==> src/rtl/alu_pkg.sv <==
// Shared definitions for the ALU issue stage: opcode encodings, legality check
// and the dispatcher state encoding.
package alu_pkg;

    typedef logic [3:0] alu_opcode_t;

    localparam alu_opcode_t ALU_ADD = 4'h0;
    localparam alu_opcode_t ALU_SUB = 4'h1;
    localparam alu_opcode_t ALU_AND = 4'h2;
    localparam alu_opcode_t ALU_OR  = 4'h3;
    localparam alu_opcode_t ALU_XOR = 4'h4;
    localparam alu_opcode_t ALU_SLL = 4'h5;
    localparam alu_opcode_t ALU_SRL = 4'h6;
    localparam alu_opcode_t ALU_SRA = 4'h7;
    localparam alu_opcode_t ALU_SLT = 4'h8;
    localparam alu_opcode_t ALU_SEQ = 4'h9;
    localparam alu_opcode_t ALU_SNE = 4'hA;
    localparam alu_opcode_t ALU_NOP = 4'hF;

    typedef enum logic [1:0] {
        S_IDLE  = 2'd0,
        S_ISSUE = 2'd1,
        S_RESP  = 2'd2
    } disp_state_e;

    function automatic logic is_legal_op(input alu_opcode_t op);
        return (op <= ALU_SNE);
    endfunction

endpackage

==> src/rtl/alu_disp_fifo.sv <==
// Request buffer for the ALU dispatcher: synchronous FIFO, head visible
// combinationally, push ignored when full and pop ignored when empty.
module alu_disp_fifo #(
    parameter int DEPTH = 4,
    parameter int WIDTH = 8
) (
    input  logic             clk,
    input  logic             reset,
    input  logic             push,
    input  logic [WIDTH-1:0] din,
    input  logic             pop,
    output logic             full,
    output logic             empty,
    output logic [WIDTH-1:0] head
);

    localparam int AW = (DEPTH > 1) ? $clog2(DEPTH) : 1;

    logic [WIDTH-1:0] mem_q [DEPTH];
    logic [AW-1:0]    wr_ptr_q, rd_ptr_q;
    logic [AW:0]      count_q;
    logic             push_ok, pop_ok;

    assign full    = (count_q == (AW+1)'(DEPTH));
    assign empty   = (count_q == '0);
    assign push_ok = push & ~full;
    assign pop_ok  = pop & ~empty;
    assign head    = mem_q[rd_ptr_q];

    always_ff @(posedge clk or posedge reset) begin
        if (reset) begin
            wr_ptr_q <= '0;
            rd_ptr_q <= '0;
            count_q  <= '0;
        end else begin
            if (push_ok) wr_ptr_q <= wr_ptr_q + 1'b1;
            if (pop_ok)  rd_ptr_q <= rd_ptr_q + 1'b1;
            case ({push_ok, pop_ok})
                2'b10:   count_q <= count_q + 1'b1;
                2'b01:   count_q <= count_q - 1'b1;
                default: count_q <= count_q;
            endcase
        end
    end

    // Storage needs no reset; the pointers define which entries are valid.
    always_ff @(posedge clk) begin
        if (push_ok) mem_q[wr_ptr_q] <= din;
    end

endmodule

==> src/rtl/alu_op_dispatcher.sv <==
// Issue stage for the registered 64-bit ALU: one op in flight, tagged in-order
// responses. Optional perf counters are built when ALU_DISP_PERF_EN is defined.
//
//   state   | meaning
//   S_IDLE  | wait for a queued op; pop it, issue it or reject it as illegal
//   S_ISSUE | hold alu_* stable while the ALU pipeline settles, then capture
//   S_RESP  | present the tagged response until out_ready
module alu_op_dispatcher
    import alu_pkg::*;
#(
    parameter int DEPTH   = 4,
    parameter int TAG_W   = 4,
    parameter int ALU_LAT = 2
) (
    input  logic             clk,
    input  logic             reset,
    input  logic             in_valid,
    output logic             in_ready,
    input  logic [3:0]       in_op,
    input  logic [63:0]      in_a,
    input  logic [63:0]      in_b,
    input  logic [TAG_W-1:0] in_tag,
    output logic [3:0]       alu_op,
    output logic [63:0]      alu_a,
    output logic [63:0]      alu_b,
    input  logic [63:0]      alu_result,
    input  logic             alu_zero,
    output logic             out_valid,
    input  logic             out_ready,
    output logic [63:0]      out_result,
    output logic             out_zero,
    output logic             out_err,
    output logic [TAG_W-1:0] out_tag
`ifdef ALU_DISP_PERF_EN
    ,
    output logic [31:0]      perf_issued,
    output logic [31:0]      perf_illegal
`endif
);

    localparam int ENT_W = 4 + 64 + 64 + TAG_W;
    localparam int CNT_W = (ALU_LAT < 1) ? 1 : $clog2(ALU_LAT + 1);

    logic             fifo_full, fifo_empty, fifo_pop;
    logic [ENT_W-1:0] fifo_head;
    logic [3:0]       h_op;
    logic [63:0]      h_a, h_b;
    logic [TAG_W-1:0] h_tag;

    disp_state_e      state_q, state_d;
    logic [CNT_W-1:0] cnt_q, cnt_d;
    logic [3:0]       alu_op_q, alu_op_d;
    logic [63:0]      alu_a_q, alu_a_d, alu_b_q, alu_b_d;
    logic [63:0]      res_q, res_d;
    logic             zero_q, zero_d, err_q, err_d;
    logic [TAG_W-1:0] tag_q, tag_d;

    alu_disp_fifo #(
        .DEPTH (DEPTH),
        .WIDTH (ENT_W)
    ) u_fifo (
        .clk   (clk),
        .reset (reset),
        .push  (in_valid),
        .din   ({in_op, in_a, in_b, in_tag}),
        .pop   (fifo_pop),
        .full  (fifo_full),
        .empty (fifo_empty),
        .head  (fifo_head)
    );

    assign h_op  = fifo_head[ENT_W-1 -: 4];
    assign h_a   = fifo_head[ENT_W-5 -: 64];
    assign h_b   = fifo_head[TAG_W+63 -: 64];
    assign h_tag = fifo_head[TAG_W-1:0];

    always_comb begin
        state_d  = state_q;
        cnt_d    = cnt_q;
        alu_op_d = alu_op_q;
        alu_a_d  = alu_a_q;
        alu_b_d  = alu_b_q;
        res_d    = res_q;
        zero_d   = zero_q;
        err_d    = err_q;
        tag_d    = tag_q;
        fifo_pop = 1'b0;
        case (state_q)
            S_IDLE: begin
                if (!fifo_empty) begin
                    fifo_pop = 1'b1;
                    tag_d    = h_tag;
                    if (is_legal_op(h_op)) begin
                        alu_op_d = h_op;
                        alu_a_d  = h_a;
                        alu_b_d  = h_b;
                        cnt_d    = CNT_W'(ALU_LAT);
                        state_d  = S_ISSUE;
                    end else begin
                        res_d   = '0;
                        zero_d  = 1'b1;
                        err_d   = 1'b1;
                        state_d = S_RESP;
                    end
                end
            end
            S_ISSUE: begin
                if (cnt_q == '0) begin
                    res_d    = alu_result;
                    zero_d   = alu_zero;
                    err_d    = 1'b0;
                    alu_op_d = ALU_NOP;
                    state_d  = S_RESP;
                end else begin
                    cnt_d = cnt_q - 1'b1;
                end
            end
            S_RESP: begin
                if (out_ready) state_d = S_IDLE;
            end
            default: state_d = S_IDLE;
        endcase
    end

    always_ff @(posedge clk or posedge reset) begin
        if (reset) begin
            state_q  <= S_IDLE;
            cnt_q    <= '0;
            alu_op_q <= ALU_NOP;
            alu_a_q  <= '0;
            alu_b_q  <= '0;
            res_q    <= '0;
            zero_q   <= 1'b0;
            err_q    <= 1'b0;
            tag_q    <= '0;
        end else begin
            state_q  <= state_d;
            cnt_q    <= cnt_d;
            alu_op_q <= alu_op_d;
            alu_a_q  <= alu_a_d;
            alu_b_q  <= alu_b_d;
            res_q    <= res_d;
            zero_q   <= zero_d;
            err_q    <= err_d;
            tag_q    <= tag_d;
        end
    end

    assign in_ready   = ~fifo_full;
    assign alu_op     = alu_op_q;
    assign alu_a      = alu_a_q;
    assign alu_b      = alu_b_q;
    assign out_valid  = (state_q == S_RESP);
    assign out_result = res_q;
    assign out_zero   = zero_q;
    assign out_err    = err_q;
    assign out_tag    = tag_q;

`ifdef ALU_DISP_PERF_EN
    logic [31:0] perf_issued_q, perf_illegal_q;

    always_ff @(posedge clk or posedge reset) begin
        if (reset) begin
            perf_issued_q  <= '0;
            perf_illegal_q <= '0;
        end else if (fifo_pop) begin
            if (is_legal_op(h_op)) perf_issued_q  <= perf_issued_q + 1'b1;
            else                   perf_illegal_q <= perf_illegal_q + 1'b1;
        end
    end

    assign perf_issued  = perf_issued_q;
    assign perf_illegal = perf_illegal_q;
`endif

endmodule

==> config.mk <==
export PLATFORM = sky130hd
export DESIGN_NAME = alu_op_dispatcher
export DESIGN_NICKNAME = d
export VERILOG_FILES = /design/src/rtl/alu_pkg.sv /design/src/rtl/alu_disp_fifo.sv /design/src/rtl/alu_op_dispatcher.sv
export SDC_FILE = /design/constraint.sdc
export NUM_CORES = 1
export LEC_CHECK = 0
export ABC_AREA = 1
export BUFFER_PORTS_ARGS = -buffer_cell sky130_fd_sc_hd__buf_2
export CAP_MARGIN = 20
export CELL_PAD_IN_SITES_DETAIL_PLACEMENT = 0
export CELL_PAD_IN_SITES_GLOBAL_PLACEMENT = 1
export CORE_MARGIN = 3
export CORE_UTILIZATION = 52
export CTS_BUF_LIST = sky130_fd_sc_hd__clkbuf_8
export CTS_CLUSTER_DIAMETER = 60
export DETAILED_ROUTE_END_ITERATION = 8
export GPL_ROUTABILITY_DRIVEN = 0
export PLACE_DENSITY_LB_ADDON = 0.3
export SLEW_MARGIN = 20
export SYNTH_ARGS = -nofsm -noshare
export SYNTH_HDL_FRONTEND = slang
export SYNTH_SLANG_ARGS = --single-unit
==> constraint.sdc <==
create_clock -name clk -period 12.4 [get_ports clk]
set_clock_uncertainty 0.05 [all_clocks]
set_input_delay 1.24 -clock clk [delete_from_list [all_inputs] [get_ports clk]]
set_output_delay 1.24 -clock clk [all_outputs]
set_load 0.05 [all_outputs]
# After elaboration in Yosys (flattened, before gate mapping)

Memories as Yosys holds them, arrays and structs flattened.
Cells that the tools add are included.

Register bits after elaboration: 213
Memory bits (writable): 544
Input port bits: 205
Output and inout bits: 204
Memories kept: 1

Add/sub/neg operators: 5
$lt $le $gt $ge: 1
Eq/ne operators: 11
Mux-type cells: 28
Bitwise operators: 4
Reductions and logical operators: 11

Memory list:

| memory       | depth | width | read ports | clocked after Yosys merged registers in | write ports | RTL line            | source |
|---|---|---|---|---|---|---|---|
| u_fifo.mem_q | 4     | 136   | 1          | 0                                       | 1           | alu_disp_fifo.sv:19 | `logic [WIDTH-1:0] mem_q [DEPTH];` |

Operators with widths:

| kind                                                 | number |
|---|---|
| two-way mux 64 bit                                   | 3 |
| case mux 64 bit (2 select lines)                     | 1 |
| two-way mux 2 bit                                    | 7 |
| two-way mux 4 bit                                    | 3 |
| AND reduction 4 bit                                  | 3 |
| inequality test 2 bit (second input constant)        | 5 |
| two-way mux 1 bit                                    | 8 |
| case mux 4 bit (2 select lines)                      | 1 |
| case mux 2 bit (3 select lines)                      | 1 |
| case mux 3 bit (2 select lines)                      | 1 |
| AND reduction 3 bit                                  | 2 |
| adder 2 x 1 -> 2 bit (second input constant)         | 2 |
| equality test 2 x 1 -> 1 bit (second input constant) | 2 |
| equality test 2 bit (second input constant)          | 2 |
| <= comparator 4 bit (second input constant)          | 1 |
| zero test 2 bit                                      | 2 |
| case mux 1 bit (2 select lines)                      | 2 |
| case mux 2 bit (2 select lines)                      | 1 |
| nonzero test 2 bit                                   | 2 |
| adder 3 x 1 -> 3 bit (second input constant)         | 1 |
| equality test 3 bit (second input constant)          | 1 |
| zero test 3 bit                                      | 1 |
| subtractor 3 x 1 -> 3 bit (second input constant)    | 1 |
| AND 1 bit                                            | 2 |
| other kinds (4)                                      | 5 |

# Logic depth before layout (Yosys ltp)

Gate-level depths: netlist (run 1).

Depth after elaboration: 6
Gate-level depth with buffers: 14
Depth with buffers taken out: 11

# Hierarchy

A second synthesis (run 1) with hierarchy kept.

Cells, all modules: 2588
Area total of the unflattened synthesis: 30359.1 sq um

By module, submodules not included:

| module            | times used | cells each | area an instance (sq um) | seq. area each (sq um) |
|---|---|---|---|---|
| alu_disp_fifo     | 1          | 1649       | 21838.4                  | 16510.8 |
| alu_op_dispatcher | 1          | 939        | 8520.7                   | 5159.9 |

# Worst setup path after synthesis (run 1)

OpenSTA, ideal clock, no wires.

Path type: input port to flip-flop
Start: input in_valid
End: memory u_fifo.mem_q[0][0] (netlist name), enable pin
Setup time: 634 ps
Data arrival time: 7115 ps
Setup slack: 4601 ps
Stages: 2
Cell sequence: nand2_1 -> nor2_1

Cells in the longest elaborated chain, start to end: 3

RTL lines:

| what                                    | RTL line                | source |
|---|---|---|
| start, declared                         | alu_op_dispatcher.sv:17 | `input logic in_valid,` |
| AND 1 bit                               | alu_disp_fifo.sv:26     | `assign push_ok = push & ~full;` |
| two-way mux 1 bit                       | alu_disp_fifo.sv:48     | `if (push_ok) mem_q[wr_ptr_q] <= din;` |
| two-way mux 1 bit (implied by the code) | alu_disp_fifo.sv:48     |  |
| end, declared                           | alu_disp_fifo.sv:19     |  |

No other way between the ends.

# Worst setup path after layout (run 1)

Start: register u_fifo.rd_ptr_q[1]
End: register alu_a_q[39] (netlist: alu_a[39])

Cells in the longest elaborated chain, start to end: 3

RTL lines:

| what                                 | RTL line                 | source |
|---|---|---|
| start, declared                      | alu_disp_fifo.sv:20      | `logic [AW-1:0] wr_ptr_q, rd_ptr_q;` |
| start signal, assigned               | alu_disp_fifo.sv:37      | `if (pop_ok) rd_ptr_q <= rd_ptr_q + 1'b1;` |
| memory (4 x 136 bit) *               | -                        |  |
| <= comparator 4 bit                  | alu_pkg.sv:27            | `return (op <= ALU_SNE);` |
| AND reduction 3 bit (no source line) | -                        |  |
| end signal, assigned                 | alu_op_dispatcher.sv:140 | `alu_a_q <= alu_a_d;` |
| end, declared                        | alu_op_dispatcher.sv:53  | `logic [63:0] alu_a_q, alu_a_d, alu_b_q, alu_b_d;` |

Mark *: on every way between the ends. The rest lies on a longest branch, timed or not.
A chain may end at the register's enable or synchronous reset.

==> results of run 1 <==
cell usage in the layout (no fill, tap or decap), drive strengths merged:
cell type,Yosys,final
xnor2,2,2
xor2,3,3
nor3,1,1
clkinv,0,29
o21ai,270,270
nand2,432,432
nand4,128,128
diode,0,15
fa,1,1
nand3,83,83
nor2,288,288
a31oi,4,4
or2,2,2
bufinv,0,4
clkinvlp,0,2
dfstp,4,4
a21oi,3,3
edfxtp,544,544
clkbuf,106,136
inv,31,85
ha,6,6
buf,62,431
dfrtp,209,209
o22ai,128,128
worst paths after layout:
kind,start,endpoint,slack [ns],depth (start not counted)
min in group asynchronous,reset,alu_b[51],0.58,2
setup reg to reg,u_fifo.rd_ptr_q[1],alu_a[39],7.98,10
max in group asynchronous,reset,state_q[1],10.29,3
setup / recovery,u_fifo.rd_ptr_q[1],alu_a[39],7.98,10
hold reg to reg,out_result[9],out_result[9],0.41,2
hold / removal,out_result[9],out_result[9],0.41,2
kinds of logic after synthesis:
group	synth area share (%)
AOI/OAI and AO/OA	7.62
xor gates and xnor gates	0.152
adders and majority gates	0.330
buffers and inverters	2.99
DFF	75.2
and+or+nand+nor	13.7
layer usage:
metal | part of all wire, % | routed length (um) | track usage (%)
met1 | 41 | 30200 | 33.1
met3 | 8.6 | 6340 | 6.33
met5 | 0.17 | 124 | 0
met4 | 2.7 | 1960 | 10.4
met2 | 48 | 35200 | 39.4
registers in the layout (all words and copies together) (netlist names):
| register | count |
|---|---|
| out_err | 1 |
| out_zero | 1 |
| alu_op | 4 |
| state_q | 2 |
| alu_b | 64 |
| out_result | 64 |
| u_fifo.count_q | 3 |
| out_tag | 4 |
| u_fifo.rd_ptr_q | 2 |
| u_fifo.wr_ptr_q | 2 |
| alu_a | 64 |
| u_fifo.mem_q | 544 |
| cnt_q | 2 |
power by group:
| group | switching, W | leakage (nW) | internal [W] |
|---|---|---|---|
| combinational | 0.00323 | 4.89 | 0.000948 |
| sequential | 0.000317 | 7.63 | 0.00347 |
| clock | 0.000943 | 1.41 | 0.00108 |
| total | 0.00449 | 13.9 | 0.00550 |
area by class of cell:
type	count	area, um2	area share (%)
inverter	31	136	0.404
clock inverter	89	473	1.40
tap	739	925	2.74
multi-input combinational	1351	6350	18.8
antenna	15	37.5	0.111
sequential	757	21700	64.2
timing repair buffer	431	2280	6.75
clock buffer	136	1870	5.55
cells in the mapped netlist:
| library cell | n | share of area, % |
|---|---|---|
| nand4_1 | 128 | 2.8 |
| o22ai_1 | 128 | 2.8 |
| a31oi_1 | 4 | 0.087 |
| dfstp_2 | 4 | 0.36 |
| ha_1 | 6 | 0.26 |
| or2_1 | 1 | 0.022 |
| buf_2 | 32 | 0.56 |
| buf_1 | 13 | 0.17 |
| clkbuf_1 | 106 | 1.4 |
| nor2_1 | 288 | 3.8 |
| buf_6 | 3 | 0.12 |
| inv_1 | 28 | 0.36 |
| nand3_1 | 83 | 1.4 |
| nand2_1 | 432 | 5.6 |
| fa_1 | 1 | 0.070 |
| xnor2_1 | 2 | 0.061 |
| edfxtp_1 | 544 | 57 |
| o21ai_2 | 1 | 0.030 |
| dfrtp_1 | 209 | 18 |
| a21oi_1 | 3 | 0.052 |
| o21ai_1 | 2 | 0.035 |
| or2_2 | 1 | 0.022 |
| inv_2 | 3 | 0.039 |
| o21ai_0 | 267 | 4.6 |
| buf_4 | 14 | 0.36 |
| xor2_1 | 3 | 0.091 |
| nor3_1 | 1 | 0.017 |
worst register-to-register path, stage by stage (launching register included):
cell and delay [ns]:
dfrtp_4 1.13, inv_4 0.52, nand3_1 0.25, nand2_1 0.07, nand2_1 0.06, nand2_1 0.09, nand2_4 0.43, nand3_4 0.77
buf_4 0.64, nand2_1 0.24, nand2_1 0.06
through the flow:
stage               util [%]  cell area [um2]
detailed placement      57.7            31300
finish                  62.1            33700
global placement        57.6            31300
global route            62.1            33700
CTS                     62.0            33700
floorplan                  -            28800
==> key figures, run 1 <==
Status
  – Status: complete, no violations

Logic synthesis
  – YS warnings: 0
  – Syn Nets: 2519
  – Mean Syn Cell Area: 12.5 um2
  – Distinct cells, synth: 27
  – Seq cells post-synth: 757
  – Synth Instances: 2307
  – Sequential fraction of the synthesis area: 75.2%
  – Post-Syn Area: 28800 um2

Timing
  – Final hold slack: 0.413 ns
  – Setup-failing EPs final: 0
  – Final hold viol count: 0
  – Tcrit/Tclk final: 35.6%
  – Worst-Margin Slew: 1.08 ns
  – Fmax: 0.226 GHz
  – Setup Total Neg Slack: 0 ns
  – Worst slew margin: 28.3%
  – Final worst slack: 7.98 ns
  – RSZ-0062 raised after global routing: false
  – Max-slew violations: 0
  – Tmin final: 4.42 ns

Job
  – Max_cap viols: 0

Clocking
  – CTS tree: yes
  – CTS Buf Count: 118
  – Post-CTS sizing: 0
  – CTS root buf: clkbuf_8
  – Clk sinks: 757
  – Post-CTS Setup Inserts: 0
  – Hold_buf cts: 0
  – Clk_lat worst skew: 0.70 ns
  – CTS clock-pin slew for the worst setup and hold paths: 0.06 ns
  – Longest Clk Path Bufs: 3
  – CTS H-tree lvls: 3

Worst setup path
  – Setup CP Type: flop to flop
  – CP max-delay cell: dfrtp_4
  – Crit. End Element: flop
  – Buf+Inv Stages, Crit Path: 2
  – Most used cell, CP: nand2_1
  – Crit path max-delay family: simple AND/OR/NAND/NOR gates
  – Crit path required time: 12.93 ns
  – CP Max Fanout: 84
  – CP Launch Type: flop
  – Slowest stage delay, CP: 1.13 ns
  – Crit path cell chain: inv_4, nand3_1, nand2_1, nand2_1, nand2_1, nand2_4, nand3_4, buf_4, nand2_1, nand2_1
  – Arrival @ worst endpoint: 4.95 ns

Routing
  – DRC violations left: 0
  – DRT Pass-1 Iters: 5
  – Routed via count: 19828
  – WL per Instance: 20.8 um
  – First DRT Iteration DRCs: 1692
  – Post-route ant nets: 0
  – Via density: 5.59
  – WL final: 73800 um

Layout
  – Nets: 2902
  – Area Growth Syn to Fin: 17.2%
  – Fillers: 4263
  – Cell Count, Final, Fillers Out: 3549
  – Share of cells above drive strength 1: 21.9%

Placement
  – IO buf count: 408
  – HPWL Detailed: 42800 um
  – Post-Place Cells: 3308
  – Pre-CTS WS: 7.98 ns

Floorplan
  – DIE HEIGHT: 241 um
  – IO Count: 409
  – Initial Util: 53.0%
  – Total die area: 58300 um2
  – Die width: 241 um
  – Core Area: 54300 um2
  – Site row count: 85

Global routing
  – GR Util All Layers: 24.9%
  – Largest net degree at the start of global routing: 274
  – GRT overflow: 0
  – Initial antenna violation count: 27
  – First-pass GRT wire length: 111000 um
  – Vias in the first global route: 19217

Min path
  – Min-Delay Path Class: flop to flop

Pwr
  – Static Leak: 13.9 nW
  – Total power: 0.00999 W
  – Maximum VDD drop: 0.209 mV
  – Pwr dens: 296 nW/um2
Note: power is estimated with default switching activity, not from simulation.
==> run 2: changes to the inputs <==
--- a/config.mk
+++ b/config.mk
@@ -11,7 +11,7 @@
 export CELL_PAD_IN_SITES_DETAIL_PLACEMENT = 0
 export CELL_PAD_IN_SITES_GLOBAL_PLACEMENT = 1
 export CORE_MARGIN = 3
-export CORE_UTILIZATION = 52
+export CORE_UTILIZATION = 43
 export CTS_BUF_LIST = sky130_fd_sc_hd__clkbuf_8
 export CTS_CLUSTER_DIAMETER = 60
 export DETAILED_ROUTE_END_ITERATION = 8
==> constraint.sdc (replaced) <==
create_clock -name clk -period 3.67 [get_ports clk]
set_clock_uncertainty 0.05 [all_clocks]
set_input_delay 0.367 -clock clk [delete_from_list [all_inputs] [get_ports clk]]
set_output_delay 0.367 -clock clk [all_outputs]
set_load 0.05 [all_outputs]
==> run 2 against run 1 <==
  * Sequential cell count did not move
  * Register-to-register slack got worse by 7.1 ns
  * Combinational power rose to 3.5 times the previous value
  * Fmax up 59%
==> key figures, run 2 (synthesis gave the netlist of run 1 again) <==
Status
  – Status: complete, no violations

Timing
  – Setup-failing EPs final: 0 (unchanged)
  – Final hold viol count: 0 (unchanged)
  – Worst-Margin Slew: 1.09 ns (+0.0184 ns)
  – Tmin final: 2.78 ns (-1.63 ns)
  – Setup Total Neg Slack: 0 ns (unchanged)
  – Fmax: 0.359 GHz (+59%)
  – RSZ-0062 raised after global routing: false
  – Max-slew violations: 0 (unchanged)
  – Tcrit/Tclk final: 75.9% (+40 points)
  – Worst slew margin: 27.1% (-1.2 points)

Worst setup path
  – Arrival @ worst endpoint: 3.32 ns (-1.63 ns)
  – Worst R2R End: alu_b[20]
  – Crit. End Element: flop
  – CP Launch Type: flop
  – Crit path required time: 4.20 ns (-8.73 ns)
  – Depth of the worst register-to-register path: 9 (-1)
  – Reg2reg start: u_fifo.rd_ptr_q[0]
  – Crit path cell chain: inv_8, a21oi_1, o21ai_1, nand2_1, nand2_4, nand3_4, buf_12, nand2_1, nand2_1
  – Slowest stage delay, CP: 0.56 ns (-0.57 ns)
  – Setup CP Type: flop to flop
  – Most used cell, CP: nand2_1
  – CP max-delay cell: dfrtp_4
  – CP Max Fanout: 74 (-12%)
  – Reg2Reg Setup Slack: 0.89 ns (-7.10 ns)

Min path
  – Min-Delay Path Class: primary input to flop
  – Cell depth of the worst hold path: 3 (+1)
  – Hold EP: u_fifo.wr_ptr_q[0]
  – Hold wc startpoint: in_valid

Pwr
  – Internal power: 0.0189 W (+240%)
  – Clk pwr share: 20.0% (-0.3 points)
  – Maximum VDD drop: 0.650 mV (+210%)
  – Comb power frac: 43.1% (+1.3 points)
  – Static Leak: 14.9 nW (+6.8%)
  – Pwr dens: 950 nW/um2 (+220%)
  – Net switching power figure: 0.0155 W (+250%)
  – Seq pwr share: 36.9% (-1.0 points)
  – Net switching share of the total power: 45.1% (+0.14 points)

Routing
  – First DRT Iteration DRCs: 1458 (-14%)
  – DRT Pass-1 Iters: 5 (unchanged)
  – WL final: 78800 um (+6.8%)
  – Via density: 5.28 (-5.5%)
  – Post-route ant nets: 0 (unchanged)
  – Routed via count: 20552 (+3.7%)
  – WL per Instance: 20.2 um (-2.7%)
  – DRC violations left: 0 (unchanged)

Global routing
  – Largest net degree at the start of global routing: 171 (-38%)
  – First-pass GRT wire length: 120000 um (+8.6%)
  – Initial antenna violation count: 15 (-44%)
  – GR Util All Layers: 22.1% (-2.8 points)
  – Vias in the first global route: 20519 (+6.8%)
  – GRT overflow: 0 (unchanged)

Clocking
  – CTS Buf Count: 120 (+1.7%)
  – CTS clock-pin slew for the worst setup and hold paths: 0.07 ns (about the same)
  – Post-CTS Setup Inserts: 0 (unchanged)
  – Hold_buf cts: 203 (+203)
  – CTS root buf: clkbuf_8
  – CTS tree: yes
  – Longest Clk Path Bufs: 3 (unchanged)
  – Clk_lat worst skew: 0.71 ns (about the same)
  – Post-CTS sizing: 0 (unchanged)
  – Clk sinks: 757 (unchanged)
  – CTS H-tree lvls: 3 (unchanged)

Placement
  – Post-DP Area: 31800 um2 (+1.4%)
  – HPWL Detailed: 43700 um (+2.2%)
  – IO buf count: 408 (unchanged)

Floorplan
  – Initial Util: 43.6% (-9.4 points)
  – Die width: 265 um (+9.7%)
  – DIE HEIGHT: 265 um (+9.7%)
  – Total die area: 70100 um2 (+20%)
  – IO Count: 409 (unchanged)
  – Core Area: 66100 um2 (+22%)
  – Site row count: 94 (+11%)

Layout
  – Fillers: 5611 (+32%)
  – Top reg by flops: u_fifo.mem_q
  – Area Growth Syn to Fin: 25.7%
  – Most frequent cells in the layout: edfxtp_1, nand2_1, buf_2
  – Design Area, Final: 36200 um2 (+7.3%)
  – Share of cells above drive strength 1: 21.0% (-0.88 points)
  – Nets: 3123 (+7.6%)
  – Max reg flops: 544 (unchanged)
  – Most common cell after layout, fill and taps aside: edfxtp_1

Job
  – Max_cap viols: 0 (unchanged)
[run 2: cell count changes in the layout (fill, tap and decap cells not counted), sizes merged]
cell / previous run / this run
dlygate4sd3: 0 / 203
buf: 431 / 447
inv: 85 / 80
clkinv: 29 / 33
clkinvlp: 2 / 5
diode: 15 / 12
clkbuf: 136 / 138
bufinv: 4 / 3
[run 2: critical path, delay by kind of cell (launching register included)]
| kind | cells | cell delay (ns) |
|---|---|---|
| AO/OA/AOI/OAI | 2 | 0.26 |
| flip-flops | 1 | 0.56 |
| AND/OR/NAND/NOR | 5 | 1.08 |
| buffers and inverters | 2 | 0.66 |
[run 2: how the worst max path moves through the flow]
stage                                  start                  to  slack [ns]  cells past startpoint
after global placement    u_fifo.rd_ptr_q[0]           alu_a[40]        0.84                     11
after floorplan            u_fifo.count_q[0]  u_fifo.mem_q[1][0]       -1.39                      4
after global routing      u_fifo.rd_ptr_q[0]            alu_b[2]        0.58                     11
final                     u_fifo.rd_ptr_q[0]           alu_b[20]        0.89                      9
after CTS                 u_fifo.rd_ptr_q[0]            alu_b[5]        0.81                      9
after detailed placement   u_fifo.count_q[1]      out_result[42]        0.81                      7
[run 2: layout make-up]
type                       instances  area (um2)  share of cell area, %
antenna                           12        30.0                 0.0829
clock buffer                     138        1900                   5.25
clock inverter                    90         474                   1.31
inverter                          31         133                  0.366
multi-input combinational       1351        6340                   17.5
sequential                       757       21700                   59.9
tap                              864        1080                   2.99
timing repair buffer             650        4570                   12.6
[run 2: power groups by stage]
stage	Combinational [W]	Clock, W	Sequential [W]
floorplan	0.00694	0	0.0163
global placement	0.0145	0	0.0128
detailed placement	0.0148	0	0.0128
CTS	0.0150	0.00709	0.0127
global route	0.0161	0.00754	0.0129
finish	0.0148	0.00689	0.0127
[run 2: metrics by stage]
stage | hold WS, ns | setup WS, ns | power, W | cells | utilization (%)
global placement | 0.399 | 0.837 | 0.0273 | 3450 | 48.1
finish | 0.280 | 0.885 | 0.0344 | 3893 | 54.8
CTS | 0.204 | 0.813 | 0.0347 | 3881 | 54.7
global route | 0.281 | 0.581 | 0.0365 | 3890 | 54.8
detailed placement | 0.404 | 0.812 | 0.0276 | 3450 | 48.1
floorplan | 0.392 | -1.39 | 0.0232 | 2307 | -
[run 2: layer usage]
metal	global-route usage, %	vias to the layer above	part of all wire (%)
met3	4.74	115	6.9
met1	28.9	10166	42
met4	6.96	6	2.2
met5	0	-	0.039
li1	-	9543	-
met2	37.1	722	49
